===== src/rtl/uart_pkg.sv =====
`default_nettype none
// ============================================================================
//  Module      : uart_pkg
//  Description : Shared UART definitions used by the transmitter and the
//                receiver: line-state encoding, byte type and default bit
//                timing constants.
//  Contents    : uart_byte_t  - byte as sent on the wire, index 0 goes first
//                uart_state_t - IDLE / START_BIT / DATA_BITS / STOP_BIT
//                DEF_FULL_BIT - default clock cycles per serial bit
//                DEF_HALF_BIT - half a bit period (receiver mid-bit sampling)
//  Revision    : 1.0 - initial release
// ============================================================================
package uart_pkg;

    localparam int DEF_FULL_BIT = 21812;
    localparam int DEF_HALF_BIT = DEF_FULL_BIT / 2;

    // Ascending range so that index 0 is both the leftmost literal bit and
    // the first bit on the line.
    typedef logic [0:7] uart_byte_t;

    typedef enum logic [1:0] {
        IDLE      = 2'd0,
        START_BIT = 2'd1,
        DATA_BITS = 2'd2,
        STOP_BIT  = 2'd3
    } uart_state_t;

endpackage
`default_nettype wire


===== src/rtl/uart_transmitter_if.sv =====
`default_nettype none
// ============================================================================
//  Module      : uart_transmitter_if
//  Description : Byte-push handshake and serial-side status of the UART
//                transmitter.
//  Signals     : i_data  - byte to send (index 0 first)
//                i_valid - i_data valid this cycle
//                o_ready - transmitter can take a byte this cycle
//                o_tx    - serial line, idle high
//                o_busy  - frame in flight or bytes still queued
//  Modports    : master - byte producer / line observer
//                slave  - the transmitter
//  Revision    : 1.0 - initial release
// ============================================================================
interface uart_transmitter_if ();
    import uart_pkg::*;

    uart_byte_t i_data;
    logic       i_valid;
    logic       o_ready;
    logic       o_tx;
    logic       o_busy;

    modport master (
        output i_data,
        output i_valid,
        input  o_ready,
        input  o_tx,
        input  o_busy
    );

    modport slave (
        input  i_data,
        input  i_valid,
        output o_ready,
        output o_tx,
        output o_busy
    );

endinterface
`default_nettype wire


===== src/rtl/uart_tx_fifo.sv =====
`default_nettype none
// ============================================================================
//  Module      : uart_tx_fifo
//  Description : Synchronous holding FIFO for bytes waiting to be sent.
//                Head data is presented combinationally; a push into a full
//                FIFO or a pop from an empty one is ignored.
//  Ports       : clk     - clock
//                rst     - synchronous active-high reset, empties the FIFO
//                push    - write wr_data at the tail
//                pop     - drop the head entry
//                wr_data - byte to write
//                rd_data - head entry
//                full    - occupancy equals DEPTH
//                empty   - occupancy is zero
//                count   - current occupancy
//  Revision    : 1.0 - initial release
// ============================================================================
module uart_tx_fifo
    import uart_pkg::*;
#(
    parameter int DEPTH = 4
) (
    input  wire                      clk,
    input  wire                      rst,
    input  wire                      push,
    input  wire                      pop,
    input  uart_byte_t               wr_data,
    output uart_byte_t               rd_data,
    output logic                     full,
    output logic                     empty,
    output logic [$clog2(DEPTH):0]   count
);

    localparam int               C_AW   = $clog2(DEPTH);
    localparam logic [C_AW:0]    C_FULL = (C_AW + 1)'(DEPTH);

    uart_byte_t        r_mem [DEPTH];
    logic [C_AW-1:0]   r_wr_ptr;
    logic [C_AW-1:0]   r_rd_ptr;
    logic [C_AW:0]     r_count;
    logic              w_do_push;
    logic              w_do_pop;

    assign full    = (r_count == C_FULL);
    assign empty   = (r_count == '0);
    assign count   = r_count;
    assign rd_data = r_mem[r_rd_ptr];

    assign w_do_push = push && !full && !rst;
    assign w_do_pop  = pop && !empty;

    // Storage carries no reset: the pointers alone define what is valid.
    always_ff @(posedge clk) begin
        if (w_do_push) begin
            r_mem[r_wr_ptr] <= wr_data;
        end
    end

    // DEPTH is a power of two, so the pointers wrap naturally.
    always_ff @(posedge clk) begin
        if (rst) begin
            r_wr_ptr <= '0;
            r_rd_ptr <= '0;
            r_count  <= '0;
        end else begin
            if (w_do_push) begin
                r_wr_ptr <= r_wr_ptr + C_AW'(1);
            end
            if (w_do_pop) begin
                r_rd_ptr <= r_rd_ptr + C_AW'(1);
            end
            case ({w_do_push, w_do_pop})
                2'b10:   r_count <= r_count + (C_AW + 1)'(1);
                2'b01:   r_count <= r_count - (C_AW + 1)'(1);
                default: r_count <= r_count;
            endcase
        end
    end

endmodule
`default_nettype wire


===== src/rtl/uart_transmitter.sv =====
`default_nettype none
// ============================================================================
//  Module      : uart_transmitter
//  Description : 8N1 UART transmitter with a small holding FIFO. Each frame
//                is one low start bit, eight data bits (index 0 first) and
//                one high stop bit, each FULL_BIT clock cycles long. Frames
//                are separated by at least one idle cycle.
//  Ports       : clk     - clock
//                i_reset - synchronous active-high reset; aborts any frame
//                bus     - slave side of uart_transmitter_if
//                          (i_data, i_valid, o_ready, o_tx, o_busy)
//  Parameters  : FULL_BIT   - cycles per serial bit, 2..65535
//                FIFO_DEPTH - holding FIFO entries, power of two, 2..16
//  Revision    : 1.0 - initial release
// ============================================================================
module uart_transmitter
    import uart_pkg::*;
#(
    parameter int FULL_BIT   = DEF_FULL_BIT,
    parameter int FIFO_DEPTH = 4
) (
    input  wire                 clk,
    input  wire                 i_reset,
    uart_transmitter_if.slave   bus
);

    localparam int          C_CNT_W    = $clog2(FIFO_DEPTH) + 1;
    localparam logic [15:0] C_LAST_CYC = 16'(FULL_BIT - 1);

    uart_state_t        r_state;
    logic [15:0]        r_cyc_cnt;
    logic [3:0]         r_bit_cnt;
    uart_byte_t         r_shift_reg;
    logic               r_tx;
    logic               r_busy;

    logic               w_push;
    logic               w_pop;
    logic               w_full;
    logic               w_empty;
    logic               w_bit_end;
    logic [C_CNT_W-1:0] w_count;
    uart_byte_t         w_head;

    // Ready depends on registered occupancy only, so a pop in the same cycle
    // does not open a slot until the following cycle.
    assign bus.o_ready = !w_full;
    assign bus.o_tx    = r_tx;
    assign bus.o_busy  = r_busy;

    assign w_push    = bus.i_valid && !w_full;
    assign w_pop     = (r_state == IDLE) && !w_empty;
    assign w_bit_end = (r_cyc_cnt == C_LAST_CYC);

    uart_tx_fifo #(
        .DEPTH   (FIFO_DEPTH)
    ) u_fifo (
        .clk     (clk),
        .rst     (i_reset),
        .push    (w_push),
        .pop     (w_pop),
        .wr_data (bus.i_data),
        .rd_data (w_head),
        .full    (w_full),
        .empty   (w_empty),
        .count   (w_count)
    );

    // o_tx and o_busy are registered from the current state, so the line
    // follows the state by one cycle: a byte popped at edge N+1 starts
    // driving the start bit at edge N+2.
    always_ff @(posedge clk) begin
        if (i_reset) begin
            r_state     <= IDLE;
            r_cyc_cnt   <= '0;
            r_bit_cnt   <= '0;
            r_shift_reg <= '0;
            r_tx        <= 1'b1;
            r_busy      <= 1'b0;
        end else begin
            r_busy    <= (r_state != IDLE) || (w_count != '0);
            r_cyc_cnt <= w_bit_end ? '0 : r_cyc_cnt + 16'd1;

            case (r_state)
                IDLE: begin
                    r_tx      <= 1'b1;
                    r_cyc_cnt <= '0;
                    r_bit_cnt <= '0;
                    if (!w_empty) begin
                        r_shift_reg <= w_head;
                        r_state     <= START_BIT;
                    end
                end

                START_BIT: begin
                    r_tx <= 1'b0;
                    if (w_bit_end) begin
                        r_state <= DATA_BITS;
                    end
                end

                DATA_BITS: begin
                    r_tx <= r_shift_reg[0];
                    if (w_bit_end) begin
                        r_shift_reg <= {r_shift_reg[1:7], 1'b0};
                        if (r_bit_cnt == 4'd7) begin
                            r_bit_cnt <= '0;
                            r_state   <= STOP_BIT;
                        end else begin
                            r_bit_cnt <= r_bit_cnt + 4'd1;
                        end
                    end
                end

                STOP_BIT: begin
                    r_tx <= 1'b1;
                    if (w_bit_end) begin
                        r_state <= IDLE;
                    end
                end

                default: begin
                    r_tx    <= 1'b1;
                    r_state <= IDLE;
                end
            endcase
        end
    end

endmodule
`default_nettype wire


===== src/flat_wrapper.sv =====
// flat-port wrapper written by rule: the top's interface ports become plain ports
module uart_transmitter_flat import uart_pkg::*;
#(
    parameter int FULL_BIT   = DEF_FULL_BIT,
    parameter int FIFO_DEPTH = 4
)
  (clk, i_reset, bus_i_data, bus_i_valid, bus_o_ready, bus_o_tx, bus_o_busy);
  uart_transmitter_if bus_i ();
  input  wire clk;
  input  wire i_reset;
  input wire logic [$bits(bus_i.i_data)-1:0] bus_i_data;
  input wire logic [$bits(bus_i.i_valid)-1:0] bus_i_valid;
  output wire logic [$bits(bus_i.o_ready)-1:0] bus_o_ready;
  output wire logic [$bits(bus_i.o_tx)-1:0] bus_o_tx;
  output wire logic [$bits(bus_i.o_busy)-1:0] bus_o_busy;
  assign bus_i.i_data = bus_i_data;
  assign bus_i.i_valid = bus_i_valid;
  assign bus_o_ready = bus_i.o_ready;
  assign bus_o_tx = bus_i.o_tx;
  assign bus_o_busy = bus_i.o_busy;
  uart_transmitter #(.FULL_BIT(FULL_BIT), .FIFO_DEPTH(FIFO_DEPTH)) u_core (.clk(clk), .i_reset(i_reset), .bus(bus_i));
endmodule

===== config.mk =====
export PLATFORM = sky130hd
export DESIGN_NAME = uart_transmitter_flat
export DESIGN_NICKNAME = d
export VERILOG_FILES = /design/src/rtl/uart_pkg.sv /design/src/rtl/uart_transmitter_if.sv /design/src/rtl/uart_tx_fifo.sv /design/src/rtl/uart_transmitter.sv /design/src/flat_wrapper.sv
export SDC_FILE = /design/constraint.sdc
export NUM_CORES = 1
export LEC_CHECK = 0
export CAP_MARGIN = 20
export CORE_MARGIN = 4
export CORE_UTILIZATION = 35
export CTS_BUF_LIST = sky130_fd_sc_hd__clkbuf_8
export DETAILED_ROUTE_END_ITERATION = 8
export GPL_ROUTABILITY_DRIVEN = 0
export PLACE_DENSITY_LB_ADDON = 0.2
export SLEW_MARGIN = 5
export SYNTH_ARGS = -nofsm -noshare
export SYNTH_HDL_FRONTEND = slang
export SYNTH_SLANG_ARGS = --single-unit

===== constraint.sdc =====
create_clock -name clk -period 3 [get_ports clk]
set_clock_uncertainty 0.15 [all_clocks]
set_input_delay 0.6 -clock clk [delete_from_list [all_inputs] [get_ports clk]]
set_output_delay 0.6 -clock clk [all_outputs]
set_load 0.01 [all_outputs]

==> reports/metrics.yaml <==
outcome: "completed"
seq_area_frac_synth: 0.552
yosys_warnings: 0
synth_most_common_cell: "dfxtp_1"
cp_data_required_time_ps: 3130
vias_per_cell: 4.89
netlist_top_cells_area: "edfxtp_1 30%, dfxtp_1 25%, mux4_2 5.6%"
cp-start-kind: "flip-flop"
final_max_slew_viol_count: 0
grt_pass1_vias: 1948
die_h_um: 104
tritoncts: "built"
worst-slew-pin-transition_ps: 527
slew_headroom: 0.648
rows: 34
cts-root-buf: "clkbuf_8"
track_usage: 0.110
clock_latency_ps: 340
powerDensity_nw_per_um2: 760
postCtsSetupRepairBufs: 0
fill_cells: 826
avgSynthCellArea_um2: 12.1
cp_max_fo: 5
p_leak_nw: 1.27
worst-setup-path-type: "reg2reg"
n_antenna_cell: 0
min_path_type: "reg2reg"
dp_hpwl_mm: 3.76
worst_ep_arrival_time_ps: 2760
post-route-period-util: 0.878
synth.distinct_cells: 46
rsz0062_at_grt: "no"
cts.sinks: 73
netlist.area_leader.share: 0.298
largest_register_ffs: 32
ys_async_sr_fraction: 0
fin_nets: 306
numCtsBuffers: 9
power_mw: 2.77
die_w_um: 104
start_util: 0.365
max_freq_mhz: 380
syn2layout_area_growth_pct: 13.0
ir_worst_vdd_v: 0.000328
setup_violations: 0
drcViolationCount: 0
synthTopCellsByCount: "41 x dfxtp_1, 32 x edfxtp_1, 30 x nor2_1"
overflow: 0
path_clk_slew_ps: 70
drv_cap: 0
min_period_ps: 2630
synth-edff-count: 32
first_pass_iters: 4
drt_iter0_markers: 24
grt_max_degree: 35
ant_nets: 0
synth_top_area_cell: "edfxtp_1"
clock_path_buffers: 2
vias: 1937
synth.net_count: 290
cp-end-kind: "flip-flop"
holdBufCountCts: 0
htree_num_levels: 3
tns_ps: 0
hold_viol: 0
synth_cells: 267
cts_resized: 0
io_buffers: 13
synthesis.area_um2: 3230
synth_ff_type: "dfxtp_1"
ios: 14
fp.coreArea_um2: 8850
drive_gt1_frac: 0.149
die_area_um2: 10800
grt_pass1_wl_mm: 9.45
ys_seq_elements: 73
holdWs_ps: 311
antenna_found_initial: 0
totalWireLength_mm: 5.46
wl_per_cell_um: 13.8
[worst max-delay path: stages, from the launching register on]
cell and delay, ps:
dfxtp_1 390, or3b_2 500, nand2_1 140, nor2_1 70
inv_1 60, ha_1 170, inv_1 70, fa_1 430
xor2_1 150, or3_1 310, a21oi_1 140
[per-stage QoR]
step,setup slack [ps],utilization,instances,cell area (µm²)
after floorplan,448,-,267,3230
after global placement,263,0.391,380,3460
after detailed placement,205,0.391,380,3460
after CTS,349,0.412,396,3650
after global routing,163,0.412,396,3650
final,367,0.412,396,3650
[area by class of cell]
class	count	area (µm²)	share of cell area
sequential	73	1780	0.488
multi-input combinational	173	1350	0.370
timing repair buffer	17	160	0.0439
clock buffer	11	151	0.0415
tap	108	135	0.0370
clock inverter	5	37.5	0.0103
inverter	9	33.8	0.00926
[layer usage]
metal,vias up,GRT usage,share of wire
li1,992,-,-
met1,915,0.134,0.47
met2,21,0.177,0.48
met3,9,0.0391,0.029
met4,0,0.0456,0.018
met5,-,0,0
[power by group]
group,switching [mW],internal (mW),total (mW)
Clock,0.372,0.350,0.722
Combinational,0.393,0.414,0.806
Sequential,0.0861,1.16,1.25
Total,0.851,1.92,2.77
[kinds of logic after synthesis]
logic type | count (synthesis) | share of synthesized area
DFF | 73 | 0.552
buffers and inverters | 21 | 0.0302
muxes | 23 | 0.107
adders and majority gates | 12 | 0.0488
AOI/OAI and AO/OA | 26 | 0.0496
xor gates and xnor gates | 16 | 0.0434
and+or+nand+nor | 96 | 0.169
[layout by cell type (no fill, tap or decap), drive strengths merged, types with 5 or more instances in the layout]
master / count
mux2i: 8
xor2: 12
o21ai: 6
mux2: 7
ha: 11
nand2: 10
dfxtp: 41
clkdlybuf4s50: 13
inv: 11
nor2b: 8
nor2: 30
clkbuf: 11
and2: 6
nand3: 10
a21oi: 11
or3: 5
nand4: 8
mux4: 8
edfxtp: 32
[final timing paths]
| path | to | slack, ps | from | cells past startpoint |
|---|---|---|---|---|
| setup / recovery | u_core.u_fifo.count[2] | 370 | u_core.u_fifo.count[2] | 10 |
| hold / removal | u_core.r_cyc_cnt[0] | 310 | u_core.r_cyc_cnt[0] | 1 |
| setup reg to reg | u_core.u_fifo.count[2] | 370 | u_core.u_fifo.count[2] | 10 |
| hold reg to reg | u_core.r_cyc_cnt[0] | 310 | u_core.r_cyc_cnt[0] | 1 |
(Power assumes the default switching activity.)
